`config.mk`:
```
export PLATFORM = sky130hd
export DESIGN_NAME = uart_cmd_framer
export DESIGN_NICKNAME = d
export VERILOG_FILES = /design/src/rtl/uart_cmd_framer.sv
export SDC_FILE = /design/constraint.sdc
export NUM_CORES = 1
export LEC_CHECK = 0
export ABC_AREA = 1
export CAP_MARGIN = 20
export CORE_AREA = 2 2 138 140
export DETAILED_ROUTE_END_ITERATION = 10
export DIE_AREA = 0 0 140 142
export HOLD_SLACK_MARGIN = 0.12
export SLEW_MARGIN = 5
export SYNTH_ARGS = -nofsm -noshare
export SYNTH_HDL_FRONTEND = slang
export SYNTH_SLANG_ARGS = --single-unit
```
`constraint.sdc`:
```
create_clock -name clk40M -period 2.17 [get_ports clk40M]
set_input_delay 0.434 -clock clk40M [delete_from_list [all_inputs] [get_ports clk40M]]
set_output_delay 0.434 -clock clk40M [all_outputs]
set_load 0.01 [all_outputs]
```
`src/rtl/uart_cmd_framer.sv`:
```
// uart_cmd_framer
// ---------------
// Collects command frames from the UART receiver byte stream and hands each
// complete frame to the SPI master top in one atomic update.
//
// Frame layout on the wire:
//   SYNC_BYTE, cmd, addrLsb, addrMsb, dataLsb, dataMsb [, xor checksum]
// The checksum byte exists only when CMD_CHECKSUM_EN is defined. It is the
// XOR of the five payload bytes.
//
// Ports:
//   clk40M       40 MHz system clock
//   nRst         asynchronous, active-low reset
//   rx_dv        one-cycle strobe: rx_byte is valid
//   rx_byte      received UART byte
//   cmdUpdate    one-cycle pulse: a new frame is on the o_* outputs
//   o_cmd        payload[0]
//   o_addrLsb    payload[1]
//   o_addrMsb    payload[2]
//   o_dataLsb    payload[3]
//   o_dataMsb    payload[4]
//   frame_err    one-cycle pulse: a frame was discarded (timeout / bad checksum)
//   err_count    saturating count of discarded frames (cleared by reset only)
//   busy         high while a frame is being collected (state != HUNT)
//   dbg_state_o  current FSM state encoding, for checkers
//
// Handshake: a byte is accepted on any rising clk40M edge where rx_dv is high.
// There is no backpressure in either direction. cmdUpdate and frame_err are
// single-cycle strobes, and the o_* bytes hold their values until the next
// cmdUpdate.
module uart_cmd_framer #(
  parameter logic [7:0] SYNC_BYTE     = 8'hAA,
  parameter int         PAYLOAD_BYTES = 5,
  parameter int         TIMEOUT_CLKS  = 40000
) (
  input  logic       clk40M,
  input  logic       nRst,
  input  logic       rx_dv,
  input  logic [7:0] rx_byte,
  output logic       cmdUpdate,
  output logic [7:0] o_cmd,
  output logic [7:0] o_addrLsb,
  output logic [7:0] o_addrMsb,
  output logic [7:0] o_dataLsb,
  output logic [7:0] o_dataMsb,
  output logic       frame_err,
  output logic [7:0] err_count,
  output logic       busy,
  output logic [1:0] dbg_state_o
);

  localparam int              CNT_W    = $clog2(TIMEOUT_CLKS);
  localparam logic [CNT_W-1:0] TMO_LAST = CNT_W'(TIMEOUT_CLKS - 1);
  localparam logic [2:0]      LAST_IDX = 3'(PAYLOAD_BYTES - 1);

  typedef enum logic [1:0] {
    HUNT    = 2'd0,
    PAYLOAD = 2'd1,
`ifdef CMD_CHECKSUM_EN
    CHECK   = 2'd2,
`endif
    COMMIT  = 2'd3
  } state_t;

  state_t           state_q;
  logic [2:0]       idx_q;
  logic [CNT_W-1:0] tmo_q;
  logic [7:0]       shadow_q [PAYLOAD_BYTES];
  logic [7:0]       cmd_q, addr_lsb_q, addr_msb_q, data_lsb_q, data_msb_q;
  logic             cmd_update_q, frame_err_q, busy_q;
  logic [7:0]       err_count_q;

`ifdef CMD_CHECKSUM_EN
  logic [7:0] csum_d;
  assign csum_d = shadow_q[0] ^ shadow_q[1] ^ shadow_q[2] ^ shadow_q[3] ^ shadow_q[4];
`endif

  always_ff @(posedge clk40M or negedge nRst) begin
    if (!nRst) begin
      state_q      <= HUNT;
      idx_q        <= '0;
      tmo_q        <= '0;
      for (int i = 0; i < PAYLOAD_BYTES; i++) shadow_q[i] <= '0;
      cmd_q        <= '0;
      addr_lsb_q   <= '0;
      addr_msb_q   <= '0;
      data_lsb_q   <= '0;
      data_msb_q   <= '0;
      cmd_update_q <= 1'b0;
      frame_err_q  <= 1'b0;
      busy_q       <= 1'b0;
      err_count_q  <= '0;
    end else begin
      cmd_update_q <= 1'b0;
      frame_err_q  <= 1'b0;
      case (state_q)
        // COMMIT publishes the frame and then behaves exactly like HUNT, so a
        // sync byte arriving in the commit cycle starts the next frame.
        HUNT, COMMIT: begin
          if (state_q == COMMIT) begin
            cmd_q        <= shadow_q[0];
            addr_lsb_q   <= shadow_q[1];
            addr_msb_q   <= shadow_q[2];
            data_lsb_q   <= shadow_q[3];
            data_msb_q   <= shadow_q[4];
            cmd_update_q <= 1'b1;
          end
          tmo_q <= '0;
          idx_q <= '0;
          if (rx_dv && (rx_byte == SYNC_BYTE)) begin
            state_q <= PAYLOAD;
            busy_q  <= 1'b1;
          end else begin
            state_q <= HUNT;
            busy_q  <= 1'b0;
          end
        end
        // Sync-valued bytes here are payload data; no resynchronisation.
        PAYLOAD: begin
          if (rx_dv) begin
            shadow_q[idx_q] <= rx_byte;
            tmo_q           <= '0;
            if (idx_q == LAST_IDX) begin
`ifdef CMD_CHECKSUM_EN
              state_q <= CHECK;
`else
              state_q <= COMMIT;
`endif
            end else begin
              idx_q <= idx_q + 3'd1;
            end
          end else if (tmo_q == TMO_LAST) begin
            state_q     <= HUNT;
            busy_q      <= 1'b0;
            tmo_q       <= '0;
            frame_err_q <= 1'b1;
            if (err_count_q != 8'hFF) err_count_q <= err_count_q + 8'd1;
          end else begin
            tmo_q <= tmo_q + 1'b1;
          end
        end
`ifdef CMD_CHECKSUM_EN
        CHECK: begin
          if (rx_dv) begin
            tmo_q <= '0;
            if (rx_byte == csum_d) begin
              state_q <= COMMIT;
            end else begin
              state_q     <= HUNT;
              busy_q      <= 1'b0;
              frame_err_q <= 1'b1;
              if (err_count_q != 8'hFF) err_count_q <= err_count_q + 8'd1;
            end
          end else if (tmo_q == TMO_LAST) begin
            state_q     <= HUNT;
            busy_q      <= 1'b0;
            tmo_q       <= '0;
            frame_err_q <= 1'b1;
            if (err_count_q != 8'hFF) err_count_q <= err_count_q + 8'd1;
          end else begin
            tmo_q <= tmo_q + 1'b1;
          end
        end
`endif
        default: begin
          state_q <= HUNT;
          busy_q  <= 1'b0;
          tmo_q   <= '0;
          idx_q   <= '0;
        end
      endcase
    end
  end

  assign cmdUpdate   = cmd_update_q;
  assign o_cmd       = cmd_q;
  assign o_addrLsb   = addr_lsb_q;
  assign o_addrMsb   = addr_msb_q;
  assign o_dataLsb   = data_lsb_q;
  assign o_dataMsb   = data_msb_q;
  assign frame_err   = frame_err_q;
  assign err_count   = err_count_q;
  assign busy        = busy_q;
  assign dbg_state_o = state_q;

endmodule
```
==> impl_metrics.csv <==
group,metric,value,unit
synth,ys_warn_count,0,
global_routing,grt_antenna_before_repair,0,
cts,path_clk_slew,0.07,ns
worst_setup_path,critical_path_class,"register to output port",
worst_setup_path,regToRegEndpoint,"tmo_q[10]$_DFF_PN0_",
global_routing,globalRouteOverflowTotal,0,
synth,syn_area,4868,um2
placed_design,dp_hpwl,7305,um
cts,cts_tree,"built",
die,fp.dieArea,19880,um2
worst_setup_path,cp_max_fo,7,
worst_setup_path,cp.depth,1,
run_status,status,"finished with violations",
route,vias_per_cell,4.233,
sta,fin_crit_sh,84.34,%
synth,syn_inst,477,
worst_setup_path,crit_path_end_kind,"output port",
sta,fmax,546.4,MHz
worst_setup_path,path_delay_family,"buffers and inverters",
die,die_w,140,um
synth,synth.yosys.seq_area_share,57.57,%
die,io_pins,64,
worst_setup_path,crit_chain,"clkdlybuf4s50_1",
worst_setup_path,timing.rr.start,"dbg_state_o[1]$_DFFE_PN0P_",
cts,clock-sinks,112,
die,start_util,26.38,%
cells_and_area,drive_gt1_share,17.09,%
pwr,peakVddDrop,435.5,uV
route,drt_drc_violations_left,4,
cts,cts-root-buf,"clkbuf_16",
sta,hold_viol,0,
cts,clock_latency,0.35,ns
global_routing,grt_max_degree,43,
worst_setup_path,start_kind,"register",
route,wl,10310,um
sta,slew-limit-headroom,65.96,%
sta,period_needed,1.830,ns
worst_setup_path,required,1.74,ns
synth,ys.flop_type,"dfrtp_1",
cells_and_area,nets,569,
worst_setup_path,endpoint,"err_count[5]",
synth,synth_area_per_cell,10.21,um2
die,rows,50,
min_path,hold_start,"tmo_q[0]$_DFF_PN0_",
worst_setup_path,crit_buf_inv,1,
run_status,violations,"design-rule violations",
cells_and_area,fin_util,33.18,%
sta,fin_setup_tns,0,ns
synth,synth_edf_count,0,
route,wl_per_cell,13.06,um
sta,tightest_slew,0.5107,ns
worst_setup_path,ff2ff_path_depth,8,
synth,yosys_register_bits,112,
placed_design,globalplace.congestion,0.8135,
cts,cts.path.max_buffers,2,
synth,synth_fp_nets,495,
cts,cts_max_level,3,
route,ant_nets,0,
sta,fin_skew,0.009632,ns
cells_and_area,fin_cells,790,
pwr,leakagePower,2.892,nW
worst_setup_path,crit_start,"err_count[5]$_DFFE_PN0P_",
pwr,powerDensity,629.4,nW/um2
route,num_vias,3344,
min_path,min_path_type,"register to register",
worst_setup_path,r2r_slack,0.43,ns
sta,setup_viol,0,
worst_setup_path,max_stage_delay,0.58,ns
global_routing,grt_pass1_vias,3328,
route,first_pass_iters,7,
global_routing,grt_first_pass_wirelength,17220,um
cts,numCtsBuffers,9,
job,max-cap-violations,0,
placed_design,dp.cells,773,
cts,post_cts_buffers,0,
route,drt-initial-drc-count,272,
placed_design,port_buffers,63,
cells_and_area,fillCellCount,1850,
cells_and_area,areaGrowthSynthToFinish,25.78,%
die,die_h,142,um
global_routing,grt_usage,10.98,%
sta,slew_violations,0,
worst_setup_path,worstPathArrival,1.40,ns
cells_and_area,diodes,0,
synth,ys_async_sr_fraction,100.0,%
sta,rsz0062_at_grt,"no",
synth,yosys.cell_types.count,28,
die,fp.coreArea,18460,um2
worst_setup_path,slowest_stage,"clkdlybuf4s50_1",
## cell families (layout without fill, tap and decap cells)
logic type	count (synthesis)	count (layout)	synth area share, %
flip-flops	112	112	57.57
adder cells (fa/ha/maj)	7	7	1.799
AND/OR/NAND/NOR	208	208	18.68
multiplexers	40	40	9.252
buffers and inverters	50	129	4.729
XOR/XNOR	7	7	1.259
AO/OA/AOI/OAI	53	53	6.708
## area by class of cell
class | instances | area (um2) | share of cell area, %
clock inverter | 6 | 61.31 | 1.001
inverter | 41 | 153.9 | 2.513
tap | 234 | 292.8 | 4.781
timing repair buffer | 72 | 735.7 | 12.01
sequential | 112 | 2803 | 45.77
clock buffer | 10 | 239.0 | 3.903
multi-input combinational | 315 | 1838 | 30.02
## per-layer routing
layer  wire (um)  track usage (%)  vias to the layer above
met1        4995            14.76                     1599
met5           0                0                        -
met4         141            3.881                        0
met2        4815            17.40                       46
li1            -                -                     1690
met3         361            2.658                        9
## registers in the layout, summed over array words and instances, names as in the netlist
register     flops
frame_err        1
o_addrLsb        8
dbg_state_o      2
busy             1
err_count        8
tmo_q           16
o_dataLsb        8
o_cmd            8
o_addrMsb        8
o_dataMsb        8
shadow_q        40
cmdUpdate        1
idx_q            3
## cell usage after synthesis (all sizes together), types with 2 or more instances
| master | count | area (um2) |
|---|---|---|
| a21oi | 7 | 35.03 |
| buf | 9 | 76.32 |
| dfrtp | 112 | 2803 |
| ha | 7 | 87.58 |
| inv | 41 | 153.9 |
| mux2 | 40 | 450.4 |
| nand2 | 127 | 509.2 |
| nand3 | 20 | 112.6 |
| nand4 | 2 | 12.51 |
| nor2 | 49 | 215.2 |
| nor3 | 5 | 25.02 |
| nor3b | 2 | 15.01 |
| o21ai | 45 | 285.3 |
| xor2 | 6 | 52.55 |
## repair_timing
action,in CTS,in global routing
resized for setup,0,0
setup endpoints to repair,0,0
hold endpoints to repair,36,0
hold buffers,1,0
## worst min-delay path by stage
| stage | to | slack, ns | cells past startpoint |
|---|---|---|---|
| 2_1_floorplan | busy$_DFFE_PN0P_ | 0.14 | 0 |
| 3_3_place_gp | err_count[7]$_DFFE_PN0P_ | 0.44 | 1 |
| 3_5_place_dp | err_count[7]$_DFFE_PN0P_ | 0.44 | 1 |
| 4_1_cts | tmo_q[0]$_DFF_PN0_ | 0.46 | 1 |
| 5_1_grt | tmo_q[0]$_DFF_PN0_ | 0.51 | 1 |
| 6_report | tmo_q[0]$_DFF_PN0_ | 0.46 | 1 |
## metrics by stage
stage / hold slack (ns) / setup WS [ns] / total power (W) / cell area [um2]
2_1_floorplan: 0.1384 / 0.6039 / 0.002165 / 4868
3_3_place_gp: 0.4434 / 0.2212 / 0.002263 / 5813
3_5_place_dp: 0.4365 / 0.1918 / 0.002263 / 5813
4_1_cts: 0.4597 / 0.3170 / 0.003912 / 6123
5_1_grt: 0.5050 / 0.2112 / 0.004016 / 6123
6_report: 0.4559 / 0.3398 / 0.003854 / 6123
## report_power, final
group          switching, W  total [W]  internal [W]
clock              0.000798    0.00164      0.000840
sequential       0.00000467    0.00210       0.00209
combinational     0.0000818   0.000119     0.0000370
## cells in the final DEF (no fill, tap or decap), drive strengths merged
master and n:
xor2 6, nor3b 2, xnor2 1, or2 1
nand2 127, nor2 49, nand3b 1, mux2 40
and2 1, nor3 5, dlygate4sd3 1, clkinvlp 1
nand3 20, nand4 2, clkinv 2, dfrtp 112
clkbuf 10, ha 7, inv 44, o22ai 1
a21oi 7, o21ai 45, buf 9, clkdlybuf4s50 62
(Power assumes the default switching activity.)
